==> src/rtl/mdq_pkg.sv <==
// Shared types and constants for the multiply/divide writeback queue.
//
// entry state | meaning
// ENT_FREE    | slot unused, available for allocation
// ENT_PENDING | op issued, result not yet returned by the functional unit
// ENT_DONE    | result latched, waiting for its in-order turn to commit
package mdq_pkg;

  typedef enum logic [1:0] {
    ENT_FREE    = 2'd0,
    ENT_PENDING = 2'd1,
    ENT_DONE    = 2'd2
  } entry_state_t;

  // Exception commits go to rstatus with a cause code.
  localparam int STATUS_REG = 30;
  localparam int EXC_MULT   = 4;
  localparam int EXC_DIV    = 5;

endpackage

==> src/rtl/mdq_hazard_cmp.sv <==
// Per-entry hazard comparator: flags an outstanding destination that matches
// any of the three DX check addresses. Register 0 never matches.
module mdq_hazard_cmp #(
  parameter int REG_AW = 5
) (
  input  logic              i_valid,
  input  logic [REG_AW-1:0] i_rd,
  input  logic [REG_AW-1:0] i_chk_a,
  input  logic [REG_AW-1:0] i_chk_b,
  input  logic [REG_AW-1:0] i_chk_d,
  output logic              o_match
);

  logic w_rd_nz;

  // A nonzero rd that equals a check address implies the check address is nonzero too.
  assign w_rd_nz = |i_rd;
  assign o_match = i_valid && w_rd_nz &&
                   ((i_rd == i_chk_a) || (i_rd == i_chk_b) || (i_rd == i_chk_d));

endmodule

==> src/rtl/multdiv_writeback_queue.sv <==
// Completion/writeback buffer for long-latency multiply/divide ops.
// Allocates tags in issue order, accepts out-of-order completions and commits
// in issue order whenever the MW stage is not using the regfile write port.
// Optional feature: MULTDIV_WBQ_EXC_EN redirects excepting results to rstatus.
module multdiv_writeback_queue
  import mdq_pkg::*;
#(
  parameter  int DATA_W = 32,
  parameter  int REG_AW = 5,
  parameter  int DEPTH  = 4,
  localparam int TAG_W  = $clog2(DEPTH)
) (
  input  logic              clock,
  input  logic              reset,
  input  logic              issue_valid,
  input  logic [REG_AW-1:0] issue_rd,
  input  logic              issue_is_div,
  output logic              issue_ready,
  output logic [TAG_W-1:0]  issue_tag,
  input  logic              done_valid,
  input  logic [TAG_W-1:0]  done_tag,
  input  logic [DATA_W-1:0] done_data,
  input  logic              done_exc,
  input  logic              mw_we,
  output logic              wb_valid,
  output logic [REG_AW-1:0] wb_reg,
  output logic [DATA_W-1:0] wb_data,
  input  logic [REG_AW-1:0] chk_a,
  input  logic [REG_AW-1:0] chk_b,
  input  logic [REG_AW-1:0] chk_d,
  output logic              hazard,
  output logic [TAG_W:0]    count,
  output logic              tag_err
);

  entry_state_t      r_state [DEPTH];
  logic [REG_AW-1:0] r_rd    [DEPTH];
  logic [DATA_W-1:0] r_data  [DEPTH];
`ifdef MULTDIV_WBQ_EXC_EN
  logic              r_exc    [DEPTH];
  logic              r_is_div [DEPTH];
`endif
  logic [TAG_W-1:0]  r_head;
  logic [TAG_W-1:0]  r_tail;
  logic [TAG_W:0]    r_count;
  logic              r_tag_err;

  logic              w_issue;
  logic              w_head_done;
  logic              w_retire;
  logic              w_done_hit;
  logic [DEPTH-1:0]  w_match;
  logic              w_status_hz;

`ifndef MULTDIV_WBQ_EXC_EN
  // Exception and op-type inputs have no effect when the feature is disabled.
  logic w_unused;
  assign w_unused = ^{issue_is_div, done_exc};
`endif

  // No look-ahead: a same-cycle retire does not make room for an issue.
  assign issue_ready = (r_count < (TAG_W+1)'(DEPTH));
  assign issue_tag   = r_tail;
  assign count       = r_count;
  assign tag_err     = r_tag_err;

  assign w_issue     = issue_valid && issue_ready;
  assign w_head_done = (r_state[r_head] == ENT_DONE);
  assign w_retire    = w_head_done && !mw_we;
  assign w_done_hit  = (r_state[done_tag] == ENT_PENDING);

  // Entry state, pointers, occupancy and sticky tag error.
  // Retire, completion and issue never target the same slot in one cycle:
  // the retiring head is DONE (not PENDING), and the issue slot is FREE.
  always_ff @(posedge clock or negedge reset) begin
    if (!reset) begin
      for (int i = 0; i < DEPTH; i++) r_state[i] <= ENT_FREE;
      r_head    <= '0;
      r_tail    <= '0;
      r_count   <= '0;
      r_tag_err <= 1'b0;
    end else begin
      if (w_retire) begin
        r_state[r_head] <= ENT_FREE;
        r_head          <= r_head + TAG_W'(1);
      end
      if (done_valid) begin
        if (w_done_hit) r_state[done_tag] <= ENT_DONE;
        else            r_tag_err         <= 1'b1;
      end
      if (w_issue) begin
        r_state[r_tail] <= ENT_PENDING;
        r_tail          <= r_tail + TAG_W'(1);
      end
      if (w_issue && !w_retire)      r_count <= r_count + (TAG_W+1)'(1);
      else if (w_retire && !w_issue) r_count <= r_count - (TAG_W+1)'(1);
    end
  end

  // Payload storage; only meaningful while the matching state is not FREE.
  always_ff @(posedge clock) begin
    if (w_issue) begin
      r_rd[r_tail] <= issue_rd;
`ifdef MULTDIV_WBQ_EXC_EN
      r_is_div[r_tail] <= issue_is_div;
`endif
    end
    if (done_valid && w_done_hit) begin
      r_data[done_tag] <= done_data;
`ifdef MULTDIV_WBQ_EXC_EN
      r_exc[done_tag] <= done_exc;
`endif
    end
  end

  // Commit request from the head entry; outputs are zero when not committing.
  always_comb begin
    wb_valid = 1'b0;
    wb_reg   = '0;
    wb_data  = '0;
    if (w_retire) begin
`ifdef MULTDIV_WBQ_EXC_EN
      if (r_exc[r_head]) begin
        wb_valid = 1'b1;
        wb_reg   = REG_AW'(STATUS_REG);
        wb_data  = r_is_div[r_head] ? DATA_W'(EXC_DIV) : DATA_W'(EXC_MULT);
      end else if (|r_rd[r_head]) begin
        wb_valid = 1'b1;
        wb_reg   = r_rd[r_head];
        wb_data  = r_data[r_head];
      end
`else
      if (|r_rd[r_head]) begin
        wb_valid = 1'b1;
        wb_reg   = r_rd[r_head];
        wb_data  = r_data[r_head];
      end
`endif
    end
  end

  for (genvar g = 0; g < DEPTH; g++) begin : g_cmp
    mdq_hazard_cmp #(.REG_AW(REG_AW)) u_cmp (
      .i_valid (r_state[g] != ENT_FREE),
      .i_rd    (r_rd[g]),
      .i_chk_a (chk_a),
      .i_chk_b (chk_b),
      .i_chk_d (chk_d),
      .o_match (w_match[g])
    );
  end

  // Any outstanding op may end up writing rstatus, so it is a hazard too.
`ifdef MULTDIV_WBQ_EXC_EN
  assign w_status_hz = (r_count != '0) &&
                       ((chk_a == REG_AW'(STATUS_REG)) || (chk_b == REG_AW'(STATUS_REG)) ||
                        (chk_d == REG_AW'(STATUS_REG)));
`else
  assign w_status_hz = 1'b0;
`endif

  // Reduce per-entry matches into the single DX stall source.
  always_comb begin
    hazard = w_status_hz;
    for (int i = 0; i < DEPTH; i++) hazard = hazard | w_match[i];
  end

endmodule

==> config.mk <==
export PLATFORM = sky130hd
export DESIGN_NAME = multdiv_writeback_queue
export DESIGN_NICKNAME = d
export VERILOG_FILES = /design/src/rtl/mdq_pkg.sv /design/src/rtl/mdq_hazard_cmp.sv /design/src/rtl/multdiv_writeback_queue.sv
export SDC_FILE = /design/constraint.sdc
export NUM_CORES = 1
export LEC_CHECK = 0
export BUFFER_PORTS_ARGS = -buffer_cell sky130_fd_sc_hd__buf_2
export CAP_MARGIN = 20
export CORE_ASPECT_RATIO = 1.75
export CORE_MARGIN = 4
export CORE_UTILIZATION = 35
export CTS_BUF_LIST = sky130_fd_sc_hd__clkbuf_4
export CTS_CLUSTER_SIZE = 20
export DETAILED_ROUTE_END_ITERATION = 8
export PLACE_DENSITY = 0.6
export SYNTH_ARGS = -nofsm -noshare
export SYNTH_HDL_FRONTEND = slang
export SYNTH_SLANG_ARGS = --single-unit
==> constraint.sdc <==
create_clock -name clock -period 4.5 [get_ports clock]
set_input_delay 0.675 -clock clock [delete_from_list [all_inputs] [get_ports clock]]
set_output_delay 0.675 -clock clock [all_outputs]
set_load 0.01 [all_outputs]
; ---- Word level (Yosys, flattened, before mapping)
; Memory sizes are Yosys's and may differ from the RTL's.
; Index checks and enable logic that the tools add are counted.
[totals]
reg_bits = 16
ram_bits = 148
out_inout_bits = 46
n_memories = 2
[op_classes]
add_sub_neg = 4
magnitude_cmp = 7
n_eq_ne = 14
mux = 28
bitwise = 15
reduce_logical = 38
[mem_list]
columns = name, depth, width, read_ports, rd_ports_with_merged_regs, wr, line
row1 = r_data, 4, 32, 1, 0, 1, multdiv_writeback_queue.sv:38  ; logic [DATA_W-1:0] r_data [DEPTH];
row2 = r_rd, 4, 5, 5, 0, 1, multdiv_writeback_queue.sv:37  ; logic [REG_AW-1:0] r_rd [DEPTH];
[op_table]
columns = op, count
row1 = 2-to-1 mux 32 bit, 2
row2 = equality test 5 bit, 12
row3 = 2-to-1 mux 8 bit, 4
row4 = OR reduction 5 bit, 5
row5 = logical AND 1 bit, 16
row6 = 2-to-1 mux 2 bit, 7
row7 = demux 2 bit (select 2 bit), 3
row8 = 2-to-1 mux 5 bit, 2
row9 = nonzero test 2 bit, 5
row10 = >= comparator 3 bit (second input constant), 3
row11 = < comparator 3 x 1 -> 1 bit (second input constant), 3
row12 = NOT 2 -> 3 bit, 3
row13 = AND 4 bit, 2
row14 = AND 8 bit, 1
row15 = binary-select mux 2 bit (select 2 bit), 2
row16 = logical OR 1 bit, 8
row17 = NOT 4 bit, 2
row18 = NOT 8 bit, 1
row19 = bitwise OR 4 bit, 2
row20 = 2-to-1 mux 1 bit, 6
row21 = 2-to-1 mux 3 bit, 2
row22 = adder 2 x 1 -> 2 bit (second input constant), 2
row23 = adder 3 x 1 -> 3 bit (second input constant), 1
row24 = zero test 1 bit, 3
row25 = other kinds (7), 9

; ---- Depth between registers and ports, before layout
[depth]
word_depth = 13
mapped_depth = 12
ltp_nobuf = 10

; ---- Cells and area by module
; From an unflattened synthesis, not the netlist that was laid out.
[hier_totals]
hier_cells = 436
hier_area_um2 = 7338.3
[modules_own_cells]
columns = mod, n_inst, cells_per_inst, area_per_inst_um2, seq_area_each_um2
row1 = multdiv_writeback_queue, 1, 340, 6617.6, 4844.6
row2 = mdq_hazard_cmp, 4, 24, 180.2, 0.0

; ---- Worst setup path after synthesis
; OpenSTA, ideal clock, no wires.
[synth_timing]
path_type = flip-flop to output port
start = register r_head[0]
end = output wb_data[22]
t_arrival_ps = 1994
required_ps = 3825
setup_slack_ps = 1831
path_stages_with_launch = 7
path_buffers = 2
cell_sequence = dfrtp_1 > buf_6 > mux4_2 > or4_4 > o21ai_4 > buf_6 > nor2b_2
[synth_between]
elab_chain_len = 7
elab_cells_between_ends = 11
[synth_lines]
columns = item, line
row1 = from (decl), multdiv_writeback_queue.sv:43  ; logic [TAG_W-1:0] r_head;
row2 = from (signal assigned), multdiv_writeback_queue.sv:85  ; r_head <= r_head + TAG_W'(1);
row3 = NOT 2 -> 3 bit (implied by the code), multdiv_writeback_queue.sv:68  ; assign w_head_done = (r_state[r_head] == ENT_DONE);
row4 = binary-select mux 2 bit (select 2 bit), multdiv_writeback_queue.sv:68
row5 = 2-to-1 mux 2 bit (implied by the code) (2 in series), multdiv_writeback_queue.sv:68
row6 = equality test 2 bit, multdiv_writeback_queue.sv:68
row7 = logical AND 1 bit, multdiv_writeback_queue.sv:69  ; assign w_retire = w_head_done && !mw_we;
row8 = 2-to-1 mux 32 bit (*), multdiv_writeback_queue.sv:121  ; if (w_retire) begin
row9 = to (decl), multdiv_writeback_queue.sv:27  ; output logic [DATA_W-1:0] wb_data,
; Mark *: on every way between the ends. The rest lies on a longest branch, timed or not. The select of a mux whose other input is x is not followed.

; ---- Worst setup path in the final report
[layout_timing]
start = register r_head[0]
end = output wb_data[14]
; Same word-level chain as after synthesis.

==> results.sh <==
export IMPL_cp_data_arrival_time_ns=3.08
export IMPL_worst_hold_slack_ns=0.3374
export IMPL_setup_worst_path_end_class="output port"
export IMPL_cellPowerDensity_mw_per_mm2=509.2
export IMPL_post_cts_buffers=0
export IMPL_worst_ep_required_time_ns=3.83
export IMPL_path_delay_family="buffers and inverters"
export IMPL_worst_path_most_repeated_cell="sky130_fd_sc_hd__buf_4"
export IMPL_r2r_slack_ns=1.40
export IMPL_gpl_final_weighted_congestion=0.8745
export IMPL_ys_seq_elements=164
export IMPL_status="finished, final reports clean"
export IMPL_flow_area_growth_from_synthesis_pct=15.02
export IMPL_r2r_start="r_head[1]$_DFFE_PN0P_"
export IMPL_synth_cells=431
export IMPL_synthesis_area_per_instance_sq_um=17.10
export IMPL_whs_path_depth=1
export IMPL_maxSlewViolCount=0
export IMPL_layout_common_cells="sky130_fd_sc_hd__edfxtp_1 (148), sky130_fd_sc_hd__buf_2 (104), sky130_fd_sc_hd__xor2_1 (45)"
export IMPL_post_drt_via_cell_ratio=5.056
export IMPL_vias=4126
export IMPL_htreeDepth=4
export IMPL_num_rows=70
export IMPL_overflow=0
export IMPL_postSynth_asyncResetShare_pct=9.756
export IMPL_synth_enable_flop_cells=148
export IMPL_cts_root_buffer_cell="sky130_fd_sc_hd__clkbuf_4"
export IMPL_design_die_area_sq_mm=0.02354
export IMPL_fin_cells=816
export IMPL_ys_dominant_reg_cell="sky130_fd_sc_hd__edfxtp_1"
export IMPL_port_buffers=104
export IMPL_boundaryPins=107
export IMPL_number_of_gates_resized_after_cts=0
export IMPL_r2r_end="count[2]$_DFFE_PN0P_"
export IMPL_first_pass_grt_wire_length_um=26100
export IMPL_layout_nets=620
export IMPL_critPathMaxStageDelay_ns=0.54
export IMPL_first_pass_iters=4
export IMPL_postSynthNetCount=502
export IMPL_drc_errors=0
export IMPL_detail_route_wl_per_cell_um=20.84
export IMPL_first_global_vias=4582
export IMPL_core_region_area_sq_mm=0.02085
export IMPL_ys_types=41
export IMPL_fin_skew_ns=0.02623
export IMPL_totalPowerFinal_uw=4317
export IMPL_fraction_of_final_layout_cells_sized_beyond_drive_strength_1_pct=39.68
export IMPL_detail_route_wirelength_um=17010
export IMPL_hold_path_class="in2reg"
export IMPL_timing_setup_tns_ns=0
export IMPL_critical_path_buf_inv_count=4
export IMPL_detail_route_antenna_nets=0
export IMPL_post_synth_instance_area_sq_mm=0.007371
export IMPL_crit_type="reg2out"
export IMPL_timing_critical_path_from_type="flop"
export IMPL_max_slew_margin_pct=55.74
export IMPL_antenna_found_initial=2
export IMPL_hold_path_end="r_data[1][26]$_DFFE_PP_"
export IMPL_die_w_um=117.7
export IMPL_timing_hold_violations_final=0
export IMPL_clock_tree_from_tritoncts="done"
export IMPL_timing_critical_path_cells="buf_4, nand3b_1, a31o_2, nor2_1, buf_4, o21ai_4, buf_12, nor2b_2, buf_2"
export IMPL_rr_worst_depth=11
export IMPL_layout_commonest_cell="sky130_fd_sc_hd__edfxtp_1"
export IMPL_yosysSeqAreaShare_pct=65.73
export IMPL_peakVddDrop_v=0.0002524
export IMPL_worst_path_max_fanout=32
export IMPL_finalCriticalPeriod_ns=3.750
export IMPL_grt_max_degree=33
export IMPL_grt_util_all_layers_pct=14.84
export IMPL_timing_final_setup_violations=0
export IMPL_max_root_sink_buffers=2
export IMPL_post_route_period_util_pct=83.34
export IMPL_min_from="done_data[26]"
export IMPL_maxCapViolCount=0
export IMPL_critical_path_slowest_cell="sky130_fd_sc_hd__dfrtp_2"
export IMPL_static_leakage_power_uw=0.003040
export IMPL_die_height_um=200.0
export IMPL_grt_setup_unrepaired="false"
export IMPL_synthesis_yosys_warnings=0
export IMPL_clock_sinks=164
export IMPL_cts_made_buffers=17
export IMPL_detailed_place_hpwl_um=12140
export IMPL_clock_insertion_delay_worst_skew_ns=0.55
export IMPL_timing_fmax_mhz=266.6
export IMPL_worstMarginPinSlew_ns=0.6639
export IMPL_dr_first_iter_drc_count=209
export IMPL_initial_core_util_pct=35.36
export IMPL_place_detailed_instances=781
export IMPL_cts_reportedPaths_clkPinSlew_ns=0.15
-- registers in the layout, summed over array words and instances, names as in the netlist --
signal and count:
r_data 128, r_state 8, issue_tag 2, tag_err 1, r_head 2, count 3, r_rd 20
-- Yosys cell counts (2+ instances only) --
cell / n / share of area (%)
sky130_fd_sc_hd__clkbuf_1: 5 / 0.25
sky130_fd_sc_hd__nand2_1: 9 / 0.46
sky130_fd_sc_hd__dfrtp_1: 16 / 5.4
sky130_fd_sc_hd__nand3b_1: 2 / 0.20
sky130_fd_sc_hd__ha_1: 9 / 1.5
sky130_fd_sc_hd__or4_1: 5 / 0.51
sky130_fd_sc_hd__nor3_1: 13 / 0.88
sky130_fd_sc_hd__nor2b_2: 29 / 3.4
sky130_fd_sc_hd__and2_1: 9 / 0.76
sky130_fd_sc_hd__nor2_1: 6 / 0.31
sky130_fd_sc_hd__inv_1: 15 / 0.76
sky130_fd_sc_hd__xor2_1: 45 / 5.3
sky130_fd_sc_hd__buf_2: 4 / 0.27
sky130_fd_sc_hd__o21ai_0: 5 / 0.34
sky130_fd_sc_hd__a21oi_1: 7 / 0.48
sky130_fd_sc_hd__mux4_2: 37 / 11
sky130_fd_sc_hd__a22oi_1: 2 / 0.20
sky130_fd_sc_hd__nand3_1: 8 / 0.54
sky130_fd_sc_hd__buf_6: 4 / 0.61
sky130_fd_sc_hd__a21o_1: 2 / 0.20
sky130_fd_sc_hd__a31o_2: 5 / 0.59
sky130_fd_sc_hd__a31oi_1: 2 / 0.17
sky130_fd_sc_hd__xnor2_1: 20 / 2.4
sky130_fd_sc_hd__nor2b_1: 4 / 0.34
sky130_fd_sc_hd__o22ai_1: 5 / 0.42
sky130_fd_sc_hd__edfxtp_1: 148 / 60
-- cell type report --
cell class              count  area (sq um)
fillers                  1907         12370
inverters                  16         60.06
repair buffers            114         610.6
multi-input cells         236          2371
clock buffers              19         142.6
diodes                      2         5.005
flip-flops and latches    164          4847
well taps                 252         315.3
clock inverters            13         126.4
-- worst max-delay path by stage --
stage | from | endpoint | slack (ns) | depth (start not counted)
CTS | r_head[1]$_DFFE_PN0P_ | wb_data[6] | 0.60 | 6
detailed placement | r_head[1]$_DFFE_PN0P_ | wb_data[12] | 1.23 | 6
global route | r_head[0]$_DFFE_PN0P_ | wb_data[1] | 0.47 | 9
global placement | r_head[1]$_DFFE_PN0P_ | wb_data[12] | 1.25 | 6
floorplan | r_head[0]$_DFFE_PN0P_ | wb_data[22] | 1.83 | 6
finish | r_head[0]$_DFFE_PN0P_ | wb_data[14] | 0.75 | 9
-- power by group --
group	internal (uW)	leakage [uW]	total, uW	switching [uW]
clock network	295	0.000137	823	528
registers	1830	0.00153	2010	188
logic	744	0.00138	1480	736
-- cells by family after synthesis --
logic type / after synthesis / synth area share, %
adder cells (fa/ha/maj): 10 / 1.799
AO/OA/AOI/OAI: 31 / 2.886
XOR/XNOR: 65 / 7.724
multiplexers: 38 / 11.46
AND/OR/NAND/NOR: 92 / 8.301
buffers and inverters: 31 / 2.105
flip-flops: 164 / 65.73
-- routing by layer --
metal | share of wire [%] | track usage [%] | vias up | routed length, um
li1 | - | - | 1883 | -
met1 | 36 | 14.83 | 2100 | 6064
met2 | 58 | 29.36 | 113 | 9818
met3 | 3.4 | 2.763 | 30 | 585
met4 | 3.2 | 7.087 | 0 | 538
met5 | 0 | 0 | - | 0
-- what timing repair did --
item,CTS,global route
hold endpoints to repair,14,0
hold buffers,1,0
setup endpoints to repair,0,0
-- per-stage QoR --
step / instance area [sq um] / util [%] / worst slack, ns
after detailed placement: 8194 / 39.31 / 1.225
after global routing: 8478 / 40.67 / 0.4711
after global placement: 8194 / 39.31 / 1.247
after floorplan: 7371 / - / 1.831
final: 8478 / 40.67 / 0.7495
after CTS: 8473 / 40.65 / 0.6049
Note: power is estimated with default switching activity, not from simulation.
